`src/rtl/instr_split_pkg.sv`:
```
// Shared decode-front widths, serializer states and PC step for instr_split.
package instr_split_pkg;

   localparam int WFID_W  = 6;
   localparam int WORD_W  = 32;
   localparam int PC_W    = 32;
   localparam int INSTR_W = 2 * WORD_W;

   localparam logic [PC_W-1:0] PC_STEP = 32'd4;

   typedef enum logic [1:0] {
      EMPTY  = 2'd0,
      FIRST  = 2'd1,
      SECOND = 2'd2
   } state_t;

endpackage

```
`src/rtl/instr_split.sv`:
```
// Splits one fetched instruction into one or two 32-bit words; first word 1 cycle after accept.
// Registered outputs freeze under out_stall; in_ready drops while a long second half is pending.
module instr_split
   import instr_split_pkg::*;
(
   input  logic                 clk,
   input  logic                 rst,
   input  logic                 in_valid,
   output logic                 in_ready,
   input  logic [WFID_W-1:0]    in_wfid,
   input  logic [INSTR_W-1:0]   in_instr,
   input  logic [PC_W-1:0]      in_pc,
   input  logic                 in_long,
   input  logic                 flush_valid,
   input  logic [WFID_W-1:0]    flush_wfid,
   input  logic                 out_stall,
   output logic                 out_valid,
   output logic [WFID_W-1:0]    out_wfid,
   output logic [WORD_W-1:0]    out_instr,
   output logic [PC_W-1:0]      out_pc,
   output logic                 out_long
);

   state_t              state;
   state_t              state_nxt;

   logic [WFID_W-1:0]   held_wfid;
   logic [WORD_W-1:0]   held_hi;
   logic [PC_W-1:0]     held_pc;
   logic                held_long;

   logic                accept;
   logic                take;
   logic                in_flush_hit;
   logic                held_flush_hit;
   logic                load_first;
   logic                load_second;

   always_comb begin
      in_ready = 1'b0;
      case (state)
         EMPTY:   in_ready = 1'b1;
         FIRST:   in_ready = ~held_long & ~out_stall;
         SECOND:  in_ready = ~out_stall;
         default: in_ready = 1'b0;
      endcase
   end

   // A flushed wavefront's accept is still handshaken so fetch sees it consumed.
   assign accept         = in_valid & in_ready;
   assign in_flush_hit   = flush_valid & (flush_wfid == in_wfid);
   assign take           = accept & ~in_flush_hit;
   assign held_flush_hit = flush_valid & (flush_wfid == held_wfid);

   always_comb begin
      state_nxt   = state;
      load_first  = 1'b0;
      load_second = 1'b0;
      case (state)
         EMPTY: begin
            if (take) begin
               state_nxt  = FIRST;
               load_first = 1'b1;
            end
         end
         FIRST: begin
            if (held_flush_hit) begin
               state_nxt  = take ? FIRST : EMPTY;
               load_first = take;
            end else if (!out_stall) begin
               if (held_long) begin
                  state_nxt   = SECOND;
                  load_second = 1'b1;
               end else begin
                  state_nxt  = take ? FIRST : EMPTY;
                  load_first = take;
               end
            end
         end
         // Flush is ignored here so collate never sees an unpaired first half.
         SECOND: begin
            if (!out_stall) begin
               state_nxt  = take ? FIRST : EMPTY;
               load_first = take;
            end
         end
         default: state_nxt = EMPTY;
      endcase
   end

   always_ff @(posedge clk or negedge rst) begin
      if (!rst) begin
         state     <= EMPTY;
         out_valid <= 1'b0;
      end else begin
         state     <= state_nxt;
         out_valid <= (state_nxt != EMPTY);
      end
   end

   always_ff @(posedge clk or negedge rst) begin
      if (!rst) begin
         held_wfid <= '0;
         held_hi   <= '0;
         held_pc   <= '0;
         held_long <= 1'b0;
      end else if (load_first) begin
         held_wfid <= in_wfid;
         held_hi   <= in_instr[INSTR_W-1:WORD_W];
         held_pc   <= in_pc;
         held_long <= in_long;
      end
   end

   always_ff @(posedge clk or negedge rst) begin
      if (!rst) begin
         out_wfid  <= '0;
         out_instr <= '0;
         out_pc    <= '0;
         out_long  <= 1'b0;
      end else if (load_first) begin
         out_wfid  <= in_wfid;
         out_instr <= in_instr[WORD_W-1:0];
         out_pc    <= in_pc;
         out_long  <= in_long;
      end else if (load_second) begin
         out_wfid  <= held_wfid;
         out_instr <= held_hi;
         out_pc    <= held_pc + PC_STEP;
         out_long  <= 1'b0;
      end
   end

endmodule

```
`config.mk`:
```
export PLATFORM = sky130hd
export DESIGN_NAME = instr_split
export DESIGN_NICKNAME = d
export VERILOG_FILES = /design/src/rtl/instr_split_pkg.sv /design/src/rtl/instr_split.sv
export SDC_FILE = /design/constraint.sdc
export NUM_CORES = 1
export LEC_CHECK = 0
export ABC_AREA = 1
export BUFFER_PORTS_ARGS = -buffer_cell sky130_fd_sc_hd__buf_2
export CAP_MARGIN = 20
export CELL_PAD_IN_SITES_DETAIL_PLACEMENT = 1
export CELL_PAD_IN_SITES_GLOBAL_PLACEMENT = 2
export CORE_MARGIN = 2
export CORE_UTILIZATION = 31
export DETAILED_ROUTE_END_ITERATION = 10
export GPL_ROUTABILITY_DRIVEN = 1
export MAX_ROUTING_LAYER = met4
export PLACE_DENSITY = 0.81
export SYNTH_ARGS = -nofsm -noshare
export SYNTH_HDL_FRONTEND = slang
export SYNTH_SLANG_ARGS = --single-unit
```
`constraint.sdc`:
```
create_clock -name clk -period 5.3 [get_ports clk]
set_clock_uncertainty 0.15 [all_clocks]
set_input_delay 1.06 -clock clk [delete_from_list [all_inputs] [get_ports clk]]
set_output_delay 1.06 -clock clk [all_outputs]
set_load 0.02 [all_outputs]
```
==> impl_metrics.yaml, run 1 <==
routing:
  route.vias.total: 6800
  wl_per_cell_um: 15.9
  avgViaCountPerCell: 4.66
  drt_iter0_drc: 335
  drc_errors: 0
  routed_wl_um: 23100
  drtAntennaViolNets: 0
  drt-pass1-iter-count: 4
clock_network:
  cts_hold_buf: 0
  path_clk_slew_ns: 0.06
  root_buffer: "clkbuf_16"
  htreeDepth: 4
  tritoncts: "built"
  clk-insertion-delay-late_ns: 0.44
  cts_buffers: 17
  cts_buffer_depth: 2
  cts.repair.resized: 0
  cts_num_sinks: 145
  post_cts_buffers: 0
die:
  dieArea_um2: 24400
  die_h_um: 156
  start_util: 0.316
  rows: 55
  fp.coreArea_um2: 22700
  io_pins: 187
  die_w_um: 156
setup_path:
  crit_path_end_kind: "flop"
  crit_type: "primary input to flop"
  critPathRequiredTime_ns: 5.52
  arrival_ns: 3.41
  worstPathMaxFanout: 68
  critPathLaunchType: "primary input"
sta:
  slew_headroom: 0.489
  hold-worst-slack_ns: 0.323
  rsz0062_at_grt: "no"
  tightest_slew_ns: 0.766
  setup_slack_ns: 2.10
  slew_violations: 0
  fin_crit_sh: 0.603
  timing.final.crit_period_ns: 3.20
  tns_ns: 0
  finalHoldViolCount: 0
  setup_viol: 0
  fmax_ghz: 0.313
pwr:
  peakVddDrop_mv: 0.206
  leakagePower_nw: 4.98
  power_density_nw_per_um2: 606
synth:
  yosysTopAreaCellShare: 0.505
  ys_ff_latch: 145
  synthTopCellsByCount: "nand2_1 (489), dfrtp_1 (145), nand3_1 (120), inv_1 (58), nor2_1 (58)"
  avgSynthCellArea_um2: 7.31
  yosys-top-cells-area: "dfrtp_1 (50%), nand2_1 (26%), nand3_1 (8.4%)"
  synth_area_leader_cell: "dfrtp_1"
  synth_edf_count: 0
  synth_top_flop_cell: "dfrtp_1"
  synth_most_common_cell: "nand2_1"
  synth_cell_types: 22
  seq_area_frac_synth: 0.505
  syn_inst: 983
  synthesis.area_um2: 7190
  yosys_warnings: 0
  async_flop_share: 1.00
  syn-num-nets: 1098
global_routing:
  grt_overflow_total: 0
  grt_max_degree: 78
  grt_antenna_before_repair: 6
  grt_pass1_vias: 7318
  grt_pass1_wl_um: 37600
  grt_usage: 0.204
placement:
  io_buffers: 186
  gp_congestion: 0.801
  dpl_worst_slack_ns: 1.52
  dpl_cell_area_um2: 8320
  hpwlAfterDp_um: 16100
finish:
  final_area_um2: 8980
  area_growth_pct: 25.0
  num-nets-final: 1269
  drive_above_1_share: 0.200
  final_util: 0.395
outcome:
  status: "complete, no violations"
job:
  maxCapViolations: 0
min_path:
  hold_class: "flop to flop"
## cell type report
| cell class | count | area, um^2 |
|---|---|---|
| Clock buffer | 18 | 429 |
| Inverter | 61 | 229 |
| Antenna cell | 6 | 15.0 |
| Multi-Input combinational cell | 735 | 3110 |
| Sequential cell | 145 | 3630 |
| Fill cell | 2911 | 13700 |
| Timing Repair Buffer | 194 | 1010 |
| Clock inverter | 14 | 200 |
| Tap cell | 285 | 357 |
## final timing paths
| check | start | end | slack [ns] | depth (start not counted) |
|---|---|---|---|---|
| max | in_wfid[3] | held_hi[11] | 2.10 | 13 |
| min | out_pc[18] | out_pc[18] | 0.32 | 2 |
| max reg2reg | state[1] | held_hi[11] | 2.44 | 10 |
| min reg2reg | out_pc[18] | out_pc[18] | 0.32 | 2 |
| max in group asynchronous | rst | out_instr[3] | 3.45 | 2 |
| min in group asynchronous | rst | out_pc[8] | 0.50 | 1 |
## logic make-up after synthesis
logic type / after synthesis / share of synthesized area
AO/OA/AOI/OAI: 33 / 0.0247
XOR/XNOR: 16 / 0.0195
adder cells (fa/ha/maj): 1 / 0.00174
buffers and inverters: 103 / 0.0627
AND/OR/NAND/NOR: 685 / 0.386
flip-flops: 145 / 0.505
## critical path: stages
cell	delay (ns)
buf_2	0.10
inv_1	0.09
nand2_1	0.06
nand2_1	0.06
inv_1	0.04
nand2_1	0.04
nor2_1	0.05
nand2_2	0.10
nand2_4	0.41
inv_2	0.66
buf_4	0.48
nand2_1	0.14
nand2_1	0.10
## where the power goes
part	internal, W	switching [W]	leakage, nW
sequential	0.00163	0.000341	1.78
clock	0.000794	0.000516	0.298
combinational	0.000693	0.00147	2.90
total	0.00312	0.00232	4.98
## sequential cells by signal, summed over array words and instances (netlist names)
name and count:
out_pc 32, out_long 1, held_pc 32, out_valid 1
out_instr 32, held_hi 32, held_long 1, state 2
held_wfid 6, out_wfid 6
## layer usage
| metal | vias up | track usage | wire, um | part of all wire |
|---|---|---|---|---|
| met3 | 24 | 0.0565 | 1230 | 0.053 |
| met1 | 3239 | 0.243 | 10100 | 0.44 |
| met4 | 0 | 0.0599 | 396 | 0.017 |
| met5 | - | - | 0 | 0 |
| met2 | 147 | 0.339 | 11400 | 0.49 |
| li1 | 3390 | - | - | - |
## layout by cell type, fill, tap and decap left out, types with 3 or more instances in the layout
cell and n:
xnor2_1 4, nand2_1 489, xor2_1 12, diode_2 6, clkbuf_16 17, clkinvlp_4 3
inv_2 3, and2_1 8, nor2_1 58, o21ai_0 28, bufinv_16 4, a21oi_1 3
nand3_1 120, buf_4 7, dfrtp_1 145, inv_1 58, buf_2 185, inv_6 4
nand3b_1 4
## through the flow
stage          power (W)  instances
2_1_floorplan    0.00343        983
3_3_place_gp     0.00410       1419
3_5_place_dp     0.00417       1419
4_1_cts          0.00551       1451
5_1_grt          0.00591       1458
6_report         0.00544       1458
Power figures use the tool's default switching activity.
==> run 2, diff against run 1 <==
- CORE_UTILIZATION: 31 -> 26
- PLACE_DENSITY: 0.81 -> 0.72
- clock period: 5.3 -> 2.56 ns (I/O delays scaled with it)
==> impl_metrics.yaml, run 2 (synthesis results as in run 1) <==
global_routing:
  grt_overflow_total: 0
  grt_pass1_wl_um: 39700
  grt_pass1_vias: 7485
  grt_max_degree: 53
  grt_antenna_before_repair: 11
  grt_usage: 0.181
routing:
  top_layer: "met4"
  wl_per_cell_um: 15.9
  drc_errors: 0
  wl_met1_um: 11100
  routed_wl_um: 24400
  avgViaCountPerCell: 4.47
  drtAntennaViolNets: 0
  drt_iter0_drc: 275
  drt-pass1-iter-count: 4
  routed-wl-met3_um: 1540
  route.vias.total: 6860
  dr_wl_met2_um: 11500
die:
  die_h_um: 170
  start_util: 0.266
  rows: 60
  dieArea_um2: 29000
  fp.coreArea_um2: 27000
  io_pins: 187
  die_w_um: 170
clock_network:
  cts_num_sinks: 145
  root_buffer: "clkbuf_16"
  tritoncts: "built"
  path_clk_slew_ns: 0.07
  cts_buffer_depth: 2
  clk-insertion-delay-late_ns: 0.43
  cts.repair.resized: 0
  cts_buffers: 17
  post_cts_buffers: 0
  htreeDepth: 4
sta:
  setup_slack_ns: 0.444
  fmax_ghz: 0.473
  tightest_slew_ns: 0.562
  finalHoldViolCount: 0
  setup_viol: 0
  rsz0062_at_grt: "no"
  fin_crit_sh: 0.827
  slew_headroom: 0.625
  timing.final.crit_period_ns: 2.12
  tns_ns: 0
  slew_violations: 0
finish:
  final_cell_mix: "nand2_1 (489), buf_2 (185), dfrtp_1 (145)"
  drive_above_1_share: 0.209
  final_common_cell: "nand2_1"
  num-nets-final: 1284
  fill_cells: 3393
  area_growth_pct: 28.2
setup_path:
  critPathLaunchType: "flop"
  worstPathMaxFanout: 5
  crit_path_end_kind: "flop"
  critPathRequiredTime_ns: 2.78
  crit_type: "flop to flop"
  arrival_ns: 2.33
job:
  maxCapViolations: 0
placement:
  gp_congestion: 0.780
  hpwlAfterDp_um: 17400
  io_buffers: 186
  dpl_worst_slack_ns: 0.298
min_path:
  hold_class: "primary input to flop"
pwr:
  peakVddDrop_mv: 0.353
  power_density_nw_per_um2: 1220
  leakagePower_nw: 5.06
  total_power_w: 0.0112
outcome:
  status: "complete, no violations"
run 2: final cells by class:
class	instances	area [um^2]	share of cell area
flip-flops and latches	145	3630	0.394
multi-input cells	735	3110	0.338
repair buffers	209	1210	0.132
clock buffers	18	429	0.0466
well taps	341	427	0.0463
inverters	61	229	0.0249
clock inverters	14	149	0.0162
diodes	11	27.5	0.00299
run 2: what timing repair did:
item	CTS	global route
endpoints found under the hold margin	37	0
setup endpoints to repair	0	0
hold buffers	1	0
run 2: routing by layer:
metal  track usage  vias up
met3        0.0547       16
li1              -     3438
met5             -        -
met1         0.220     3258
met2         0.300      148
met4        0.0327        0
run 2: path summary, 6_finish.rpt:
check,slack (ns),depth (start not counted),start,endpoint
max,0.44,10,held_pc[2],out_pc[18]
max reg2reg,0.44,10,held_pc[2],out_pc[18]
max in group asynchronous,1.21,3,rst,out_wfid[1]
min,0.12,3,in_instr[49],held_hi[17]
min in group asynchronous,0.45,2,rst,out_pc[10]
min reg2reg,0.33,2,out_pc[16],out_pc[16]
run 2: metrics by stage:
stage	cells	hold WS (ns)	utilization	cell area (um^2)
3_3_place_gp	1490	0.308	0.318	8600
3_5_place_dp	1490	0.314	0.318	8600
4_1_cts	1523	0.101	0.340	9190
6_report	1534	0.120	0.341	9210
5_1_grt	1534	0.114	0.341	9210
2_1_floorplan	983	0.0664	-	7190
run 2: where the power goes:
| part | switching [W] | internal [W] | total, W | leakage, nW |
|---|---|---|---|---|
| clock network | 0.00114 | 0.00138 | 0.00251 | 0.278 |
| registers | 0.000701 | 0.00338 | 0.00408 | 1.78 |
| logic | 0.00308 | 0.00156 | 0.00465 | 3.00 |
| total | 0.00492 | 0.00632 | 0.0112 | 5.06 |
run 2: critical path: stages (launching register included):
cell,delay (ns)
dfrtp_1,0.44
ha_1,0.20
nand2_1,0.06
nor2_1,0.35
nand2_1,0.26
nor2_1,0.18
xor2_1,0.15
nand2_1,0.08
nand2_1,0.07
nand2_1,0.05
nand2_1,0.07
